<file path="config.mk">
export PLATFORM = sky130hd
export DESIGN_NAME = cipher_dispatch_engine
export DESIGN_NICKNAME = d
export VERILOG_FILES = /design/src/rtl/cde_pkg.sv /design/src/rtl/cde_fifo.sv /design/src/rtl/cipher_dispatch_engine.sv
export SDC_FILE = /design/constraint.sdc
export NUM_CORES = 1
export LEC_CHECK = 0
export BUFFER_PORTS_ARGS = -buffer_cell sky130_fd_sc_hd__buf_2
export CAP_MARGIN = 15
export CORE_UTILIZATION = 44
export DETAILED_ROUTE_END_ITERATION = 7
export REMOVE_ABC_BUFFERS = 1
export SLEW_MARGIN = 20
export SYNTH_ARGS = -nofsm -noshare
export SYNTH_HDL_FRONTEND = slang
export SYNTH_SLANG_ARGS = --single-unit
</file>
<file path="constraint.sdc">
create_clock -name clk -period 18.9 [get_ports clk]
set_clock_uncertainty 0.05 [all_clocks]
set_input_delay 4.725 -clock clk [delete_from_list [all_inputs] [get_ports clk]]
set_output_delay 4.725 -clock clk [all_outputs]
set_load 0.01 [all_outputs]
</file>
<file path="src/rtl/cde_pkg.sv">
// Shared types and default configuration for the cipher dispatch engine.
package cde_pkg;

  function automatic int sel_width(input int n);
    return (n > 1) ? $clog2(n) : 1;
  endfunction

  localparam int CDE_NUM_CORES      = 3;
  localparam int CDE_DATA_W         = 64;
  localparam int CDE_KEY_W          = 168;
  localparam int CDE_FIFO_DEPTH     = 4;
  localparam int CDE_TIMEOUT_CYCLES = 1024;
  localparam int CDE_SEL_W          = sel_width(CDE_NUM_CORES);

  typedef enum logic [1:0] {
    ST_IDLE,
    ST_ISSUE,
    ST_WAIT,
    ST_OUT
  } cde_state_t;

  // Request layout at the default widths; the engine uses the same field order.
  typedef struct packed {
    logic [CDE_SEL_W-1:0]  sel;
    logic                  decrypt;
    logic [CDE_KEY_W-1:0]  key;
    logic [CDE_DATA_W-1:0] data;
  } cde_req_t;

endpackage

</file>
<file path="src/rtl/cde_fifo.sv">
// Synchronous request FIFO; a push against a full queue is dropped even if a pop occurs.
module cde_fifo #(
  parameter int WIDTH = 8,
  parameter int DEPTH = 4,
  localparam int AW = $clog2(DEPTH)
) (
  input  logic             clk,
  input  logic             reset,
  input  logic             push,
  input  logic             pop,
  input  logic [WIDTH-1:0] wr_data,
  output logic [WIDTH-1:0] rd_data,
  output logic             full,
  output logic             empty,
  output logic [AW:0]      count
);

  logic [WIDTH-1:0] mem [DEPTH];
  logic [AW-1:0]    wr_ptr;
  logic [AW-1:0]    rd_ptr;
  logic             do_push;
  logic             do_pop;

  assign full    = (count == (AW+1)'(DEPTH));
  assign empty   = (count == '0);
  assign do_push = push && !full;
  assign do_pop  = pop && !empty;
  assign rd_data = mem[rd_ptr];

  always_ff @(posedge clk) begin
    if (do_push) mem[wr_ptr] <= wr_data;
  end

  // Pointers wrap naturally because DEPTH is a power of two.
  always_ff @(posedge clk) begin
    if (reset) begin
      wr_ptr <= '0;
      rd_ptr <= '0;
      count  <= '0;
    end else begin
      if (do_push) wr_ptr <= wr_ptr + AW'(1);
      if (do_pop)  rd_ptr <= rd_ptr + AW'(1);
      count <= count + (AW+1)'(do_push) - (AW+1)'(do_pop);
    end
  end

endmodule

</file>
<file path="src/rtl/cipher_dispatch_engine.sv">
// Queues cipher requests and dispatches them one at a time to external cores.
// Optional WAIT watchdog enabled by defining CIPHER_DISPATCH_TIMEOUT_EN.
module cipher_dispatch_engine
  import cde_pkg::*;
#(
  parameter int NUM_CORES  = CDE_NUM_CORES,
  parameter int DATA_W     = CDE_DATA_W,
  parameter int KEY_W      = CDE_KEY_W,
  parameter int FIFO_DEPTH = CDE_FIFO_DEPTH,
`ifdef CIPHER_DISPATCH_TIMEOUT_EN
  parameter int TIMEOUT_CYCLES = CDE_TIMEOUT_CYCLES,
`endif
  localparam int SEL_W = sel_width(NUM_CORES)
) (
  input  logic                        clk,
  input  logic                        reset,
  input  logic                        in_valid,
  output logic                        in_ready,
  input  logic [DATA_W-1:0]           in_data,
  input  logic [KEY_W-1:0]            in_key,
  input  logic [SEL_W-1:0]            in_sel,
  input  logic                        in_decrypt,
  output logic [NUM_CORES-1:0]        core_start,
  output logic [DATA_W-1:0]           core_data,
  output logic [KEY_W-1:0]            core_key,
  output logic                        core_decrypt,
  input  logic [NUM_CORES-1:0]        core_done,
  input  logic [NUM_CORES*DATA_W-1:0] core_result,
  output logic                        out_valid,
  input  logic                        out_ready,
  output logic [DATA_W-1:0]           out_data,
  output logic [SEL_W-1:0]            out_sel,
  output logic                        out_err
);

  typedef struct packed {
    logic [SEL_W-1:0]  sel;
    logic              decrypt;
    logic [KEY_W-1:0]  key;
    logic [DATA_W-1:0] data;
  } req_t;

  localparam int FIFO_W = $bits(req_t);

  cde_state_t               state, state_nxt;
  req_t                     req_q, fifo_rd;
  logic [DATA_W-1:0]        res_q;
  logic                     err_q;
  logic                     fifo_full, fifo_empty, fifo_pop;
  logic [$clog2(FIFO_DEPTH):0] fifo_count;
  logic                     unused_count;
  logic                     sel_valid, done_hit, timeout_hit;
  logic [DATA_W-1:0]        sel_result;

  cde_fifo #(.WIDTH(FIFO_W), .DEPTH(FIFO_DEPTH)) u_fifo (
    .clk     (clk),
    .reset   (reset),
    .push    (in_valid),
    .pop     (fifo_pop),
    .wr_data ({in_sel, in_decrypt, in_key, in_data}),
    .rd_data (fifo_rd),
    .full    (fifo_full),
    .empty   (fifo_empty),
    .count   (fifo_count)
  );

  assign unused_count = ^fifo_count;

  // Only the selected core's done/result are visible; out-of-range selects match nothing.
  always_comb begin
    sel_valid  = 1'b0;
    done_hit   = 1'b0;
    sel_result = '0;
    core_start = '0;
    for (int i = 0; i < NUM_CORES; i++) begin
      if (req_q.sel == SEL_W'(i)) begin
        sel_valid     = 1'b1;
        done_hit      = core_done[i];
        sel_result    = core_result[i*DATA_W +: DATA_W];
        core_start[i] = (state == ST_ISSUE);
      end
    end
  end

`ifdef CIPHER_DISPATCH_TIMEOUT_EN
  localparam int TW = $clog2(TIMEOUT_CYCLES + 1);
  logic [TW-1:0] wait_cnt;

  // Held at zero outside WAIT, so every WAIT entry starts a fresh count.
  always_ff @(posedge clk) begin
    if (reset || state != ST_WAIT) wait_cnt <= '0;
    else                           wait_cnt <= wait_cnt + TW'(1);
  end

  assign timeout_hit = (state == ST_WAIT) && (wait_cnt == TW'(TIMEOUT_CYCLES - 1));
`else
  assign timeout_hit = 1'b0;
`endif

  always_comb begin
    state_nxt = state;
    fifo_pop  = 1'b0;
    case (state)
      ST_IDLE: begin
        if (!fifo_empty) begin
          fifo_pop  = 1'b1;
          state_nxt = ST_ISSUE;
        end
      end
      ST_ISSUE: state_nxt = sel_valid ? ST_WAIT : ST_OUT;
      ST_WAIT:  if (done_hit || timeout_hit) state_nxt = ST_OUT;
      ST_OUT:   if (out_ready) state_nxt = ST_IDLE;
      default:  state_nxt = ST_IDLE;
    endcase
  end

  always_ff @(posedge clk) begin
    if (reset) begin
      state <= ST_IDLE;
      req_q <= '0;
      res_q <= '0;
      err_q <= 1'b0;
    end else begin
      state <= state_nxt;
      if (state == ST_IDLE && !fifo_empty) req_q <= fifo_rd;
      if (state == ST_ISSUE && !sel_valid) begin
        res_q <= '0;
        err_q <= 1'b1;
      end
      if (state == ST_WAIT) begin
        if (done_hit) begin
          res_q <= sel_result;
          err_q <= 1'b0;
        end else if (timeout_hit) begin
          res_q <= '0;
          err_q <= 1'b1;
        end
      end
    end
  end

  assign in_ready     = !fifo_full;
  assign core_data    = req_q.data;
  assign core_key     = req_q.key;
  assign core_decrypt = req_q.decrypt;
  assign out_valid    = (state == ST_OUT);
  assign out_data     = res_q;
  assign out_sel      = req_q.sel;
  assign out_err      = err_q;

endmodule

</file>
==> reports/metrics.csv, run 1 <==
metric,value,unit
Worst Hold Class,reg2reg,
clock latency on the worst-skew pair,720,ps
final wirelength,119000,um
FMAX,0.145,GHz
htree depth,4,
final hold viol count,0,
Yosys reg bits,1249,
first-pass iteration count of the detailed router,5,
library cells used by synthesis,36,
Mapped Area,46400,sq um
Via Count,26400,
Die Height,327,um
worst r2r src,u_fifo.rd_ptr[1],
TNS Setup,0,ps
hold worst-path end,core_key[134],
xor/xnor share of the synthesized area,0.000944,
row count,118,
IO Count,739,
Core Box Area,104000,sq um
Fillers,8571,
min cycle time layout,6890,ps
CP endpoint kind,register,
final setup fails,0,
Post-Synth Adder-Cell Area,0.00340,
max_cap viols,0,
Avg WL per Cell,23.9,um
Slew @ Worst Pin,1090,ps
CTS sink count,1249,
FF-to-FF setup slack,15230,ps
Worst Path Required,19190,ps
Area growth syn-to-layout,20.0,%
CP max stage cell,buf_4,
DRT antenna net count,0,
Reg-to-Reg End,core_data[40],
port buffer count,738,
via/cell ratio,5.31,
CP dominant cell by count,buf_4,
Syn Area/Cell,16.8,sq um
Final Net Count,3925,
GRT overflow,0,
Worst Hold Launch,core_key[134],
crit path DAT,7180,ps
Simple-Gate Fraction of Synth Area,0.0553,
yosys warns,0,
post-cts sizing count,0,
largest family of logic cells by synthesized area,multiplexers,
vias in the first global route,26700,
largest net degree at the start of global routing,147,
cts bufs inserted,133,
Slew HR,0.272,
worst-path cell chain,"buf_2, a21boi_1, buf_4, and2_4, buf_4, buf_4",
R2R cell count,5,
Placer Congestion,0.867,
unrepaired setup endpoints after global routing,false,
DRC errors left,0,
Power Density,150,nW/um^2
DIE AREA,107000,sq um
drt initial violations,1561,
Compound-Gate Fraction of Synth Area,0.0493,
Initial Util,0.446,
CP max FO,57,
buffer depth of the longest clock path,3,
status,finished clean,
hold path depth,2,
post-synthesis mux area share,0.128,
Max Slew Vio Count,0,
Worst setup SP type,primary input,
CTS tree,built,
Post-Place Worst Slack,11230,ps
Post-Syn Instances,2758,
worst setup margin,12010,ps
root buffer cell,clkbuf_16,
first-pass GRT wire length,173000,um
initial antenna violation count,61,
register area share after synthesis,0.742,
worst stage delay on the critical path,750,ps
leak pwr,20.3,nW
# hold bufs at CTS,0,
die width,327,um
final period utilization,0.365,
DP HPWL,75800,um
peak supply drop,0.132,mV
Worst-path clk slew,60,ps
post-CTS setup buffers,0,
layout cell share with drive strength beyond 1,0.339,
Crit Path Class,in2reg,
Total GRT Usage,0.221,
-- sequential cells by signal, summed over array words and instances, names as in the netlist --
name,count
u_fifo.mem,940
core_key,168
core_data,64
out_data,64
u_fifo.count,3
out_sel,2
state,2
u_fifo.rd_ptr,2
u_fifo.wr_ptr,2
core_decrypt,1
out_err,1
-- worst max-delay path, delay by kind of cell --
| family | cells | cell delay (ps) |
|---|---|---|
| and+or+nand+nor | 1 | 380 |
| buffers and inverters | 4 | 1770 |
| AOI/OAI and AO/OA | 1 | 150 |
-- metrics by stage --
stage               hold slack (ps)   util  power, W  instances  area [sq um]
floorplan                       424      -   0.00528       2575         45500
global placement                388  0.493   0.00586       4724         51300
detailed placement              394  0.493   0.00588       4724         51300
CTS                             401  0.535   0.00848       4967         55600
global route                    416  0.535   0.00876       4976         55700
finish                          400  0.536   0.00835       4981         55700
-- placed cells by master, fill, tap and decap left out, drive strengths merged --
cell,netlist,layout
o211ai,1,1
o31ai,1,1
edfxtp,940,940
xnor2,3,3
o22a,1,1
a41o,1,1
a21oi,237,237
inv,10,18
and2,4,4
nor2,72,72
nand3b,1,1
a211oi,1,1
a311o,1,1
bufinv,0,11
nand2,474,474
dfxtp,309,309
nand2b,3,3
xor2,2,2
o21a,64,64
buf,120,768
clkinvlp,0,3
and3b,1,1
mux4,235,235
nand3,1,1
clkinv,0,36
ha,11,11
mux2i,66,66
a2bb2oi,64,64
nor3,1,1
clkbuf,63,186
nor3b,1,1
and3,65,65
fa,1,1
nor2b,3,3
a21boi,1,1
diode,0,14
-- metal layers --
| metal | track usage | part of all wire | up-vias |
|---|---|---|---|
| li1 | - | - | 12000 |
| met1 | 0.256 | 0.37 | 13200 |
| met2 | 0.384 | 0.52 | 870 |
| met3 | 0.0644 | 0.073 | 270 |
| met4 | 0.0901 | 0.036 | 58 |
| met5 | 0 | 0.0029 | - |
-- cells in the mapped netlist --
| cell | number | share of area |
|---|---|---|
| clkbuf_2 | 1 | 0.00011 |
| nand3_1 | 1 | 0.00011 |
| nand3b_4 | 1 | 0.00043 |
| clkbuf_1 | 62 | 0.0050 |
| nand2b_1 | 3 | 0.00040 |
| a2bb2oi_1 | 64 | 0.012 |
| nor3b_1 | 1 | 0.00016 |
| o211ai_1 | 1 | 0.00016 |
| fa_1 | 1 | 0.00043 |
| mux2i_1 | 66 | 0.014 |
| a211oi_1 | 1 | 0.00016 |
| and3_1 | 65 | 0.0088 |
| buf_6 | 6 | 0.0015 |
| buf_2 | 57 | 0.0062 |
| and3b_1 | 1 | 0.00019 |
| and2_1 | 4 | 0.00054 |
| o21a_1 | 64 | 0.010 |
| dfxtp_1 | 309 | 0.13 |
| a41o_1 | 1 | 0.00022 |
| ha_1 | 11 | 0.0030 |
| a21oi_1 | 237 | 0.026 |
| edfxtp_1 | 940 | 0.61 |
| nor3_1 | 1 | 0.00011 |
| xor2_1 | 2 | 0.00038 |
| nor2_1 | 72 | 0.0058 |
| o22a_1 | 1 | 0.00019 |
| buf_4 | 31 | 0.0050 |
| mux4_2 | 235 | 0.11 |
| buf_1 | 26 | 0.0021 |
| a21boi_1 | 1 | 0.00016 |
| a311o_1 | 1 | 0.00022 |
| nor2b_1 | 3 | 0.00040 |
| inv_1 | 10 | 0.00081 |
| nand2_1 | 474 | 0.038 |
| o31ai_1 | 1 | 0.00016 |
| xnor2_1 | 3 | 0.00057 |
-- kinds of logic after synthesis --
| family | after synthesis |
|---|---|
| compound gates | 372 |
| xor+xnor | 5 |
| fa+ha+maj | 12 |
| buf+inv | 193 |
| flops | 1249 |
| mux | 301 |
| simple gates | 626 |
-- final cells by class --
| class | count | area [sq um] | area share |
|---|---|---|---|
| Multi-Input combinational cell | 1316 | 11000 | 0.198 |
| Tap cell | 1380 | 1730 | 0.0310 |
| Timing Repair Buffer | 769 | 4010 | 0.0720 |
| Clock inverter | 58 | 627 | 0.0113 |
| Inverter | 10 | 45.0 | 0.000809 |
| Antenna cell | 14 | 35.0 | 0.000629 |
| Sequential cell | 1249 | 34400 | 0.618 |
| Clock buffer | 185 | 3750 | 0.0674 |
-- worst max-delay path by stage --
stage / start / slack [ps] / cells past startpoint / endpoint
finish: in_valid / 12010 / 6 / u_fifo.mem[2][84]
global route: in_valid / 11850 / 6 / u_fifo.mem[2][66]
CTS: in_valid / 12010 / 6 / u_fifo.mem[2][66]
detailed placement: in_valid / 11230 / 6 / u_fifo.mem[2][26]
global placement: in_valid / 11230 / 6 / u_fifo.mem[2][36]
floorplan: u_fifo.count[1] / 6380 / 11 / u_fifo.count[2]
-- report_power, final --
part / total (W) / internal (W) / switching [W]
Sequential: 0.00366 / 0.00342 / 0.000236
Clock: 0.00258 / 0.00154 / 0.00104
Combinational: 0.00210 / 0.000836 / 0.00127
Note: power is estimated with default switching activity, not from simulation.
==> run 2, diff against run 1 <==
==> constraint.sdc (replaced) <==
create_clock -name clk -period 7.2 [get_ports clk]
set_clock_uncertainty 0.05 [all_clocks]
set_input_delay 1.8 -clock clk [delete_from_list [all_inputs] [get_ports clk]]
set_output_delay 1.8 -clock clk [all_outputs]
set_load 0.01 [all_outputs]
==> reports/metrics.csv, run 2 (synthesized netlist as in run 1, its figures left out) <==
metric,value,unit
status,finished clean,
Via Count,26200,
DIE AREA,107000,sq um
final instance area,55800,sq um
Placed Area,51300,sq um
met3 WL post-DR,8320,um
Placer Congestion,0.890,
CTS tree,built,
max_cap viols,0,
Total GRT Usage,0.219,
Core Box Area,104000,sq um
DRT antenna net count,0,
initial antenna violation count,56,
Largest register FFs,940,
die width,327,um
peak supply drop,0.244,mV
Slew HR,0.275,
Post-Place Worst Slack,2890,ps
htree depth,4,
Worst-path clk slew,60,ps
first-pass GRT wire length,172000,um
Max Slew Vio Count,0,
DP HPWL,75600,um
cts bufs inserted,134,
final period utilization,0.510,
vias in the first global route,26600,
CP endpoint kind,output port,
wl on met1,44400,um
Area growth syn-to-layout,20.4,%
final setup fails,0,
met2 WL,61500,um
"commonest non-fill, non-tap cell in the layout",edfxtp_1,
Final Net Count,3927,
Max Used Layer,met5,
Initial Util,0.446,
drt initial violations,1610,
row count,118,
Largest Register,u_fifo.mem,
Avg WL per Cell,23.8,um
leak pwr,20.3,nW
post-CTS setup buffers,0,
# hold bufs at CTS,0,
CTS sink count,1249,
DRC errors left,0,
"commonest cells after routing, fill and taps aside","edfxtp_1, buf_2, nand2_1",
clock latency on the worst-skew pair,730,ps
unrepaired setup endpoints after global routing,false,
min cycle time layout,3670,ps
buffer depth of the longest clock path,3,
Worst setup SP type,register,
Worst Path Required,5350,ps
FMAX,0.272,GHz
Die Height,327,um
largest net degree at the start of global routing,131,
IO Count,739,
worst setup margin,3530,ps
Worst Hold Class,reg2reg,
port buffer count,738,
root buffer cell,clkbuf_16,
layout cell share with drive strength beyond 1,0.341,
post-cts sizing count,0,
final wirelength,119000,um
GRT overflow,0,
final hold viol count,0,
Crit Path Class,reg2out,
via/cell ratio,5.26,
Power Density,393,nW/um^2
crit path DAT,1820,ps
Slew @ Worst Pin,1090,ps
first-pass iteration count of the detailed router,4,
CP max FO,4,
==> run 2: final timing paths <==
path / startpoint / end / slack [ps] / cells after the start
worst max-delay path: state[1] / core_start[0] / 3530 / 4
worst min-delay path: core_data[26] / core_data[26] / 400 / 2
worst max register to register: out_sel[0] / out_data[29] / 3760 / 6
worst min register to register: core_data[26] / core_data[26] / 400 / 2
==> run 2: power by group <==
part | internal, W | switching [W] | leakage, nW | total [W]
clock | 0.00402 | 0.00280 | 2.19 | 0.00682
sequential | 0.00898 | 0.000621 | 11.1 | 0.00960
combinational | 0.00220 | 0.00333 | 7.01 | 0.00553
==> run 2: worst max-delay path: stages (launching register included) <==
cell     delay [ps]
dfxtp_1         340
inv_1           130
ha_1            270
nor3b_1         190
buf_2           160
==> run 2: routing by layer <==
layer	vias up	track usage
met5	-	0
met4	54	0.0811
met3	243	0.0655
met2	776	0.384
met1	13200	0.252
li1	12000	-
==> run 2: per-stage QoR <==
step	hold WS (ps)	TNS (ps)	cells	power (W)	utilization
4_1_cts	401	0	4975	0.0223	0.537
3_5_place_dp	393	0	4725	0.0154	0.494
5_1_grt	419	0	4980	0.0230	0.537
3_3_place_gp	388	0	4725	0.0154	0.494
6_report	398	0	4987	0.0220	0.537
2_1_floorplan	424	-1965920	2575	0.0139	-
==> run 2: layout make-up <==
class                           count  area, sq um
Inverter                           10         45.0
Fill cell                        8511        48100
Tap cell                         1380         1730
Clock buffer                      197         3880
Clock inverter                     53          591
Timing Repair Buffer              770         4080
Sequential cell                  1249        34400
Multi-Input combinational cell   1316        11000
Antenna cell                       12         30.0
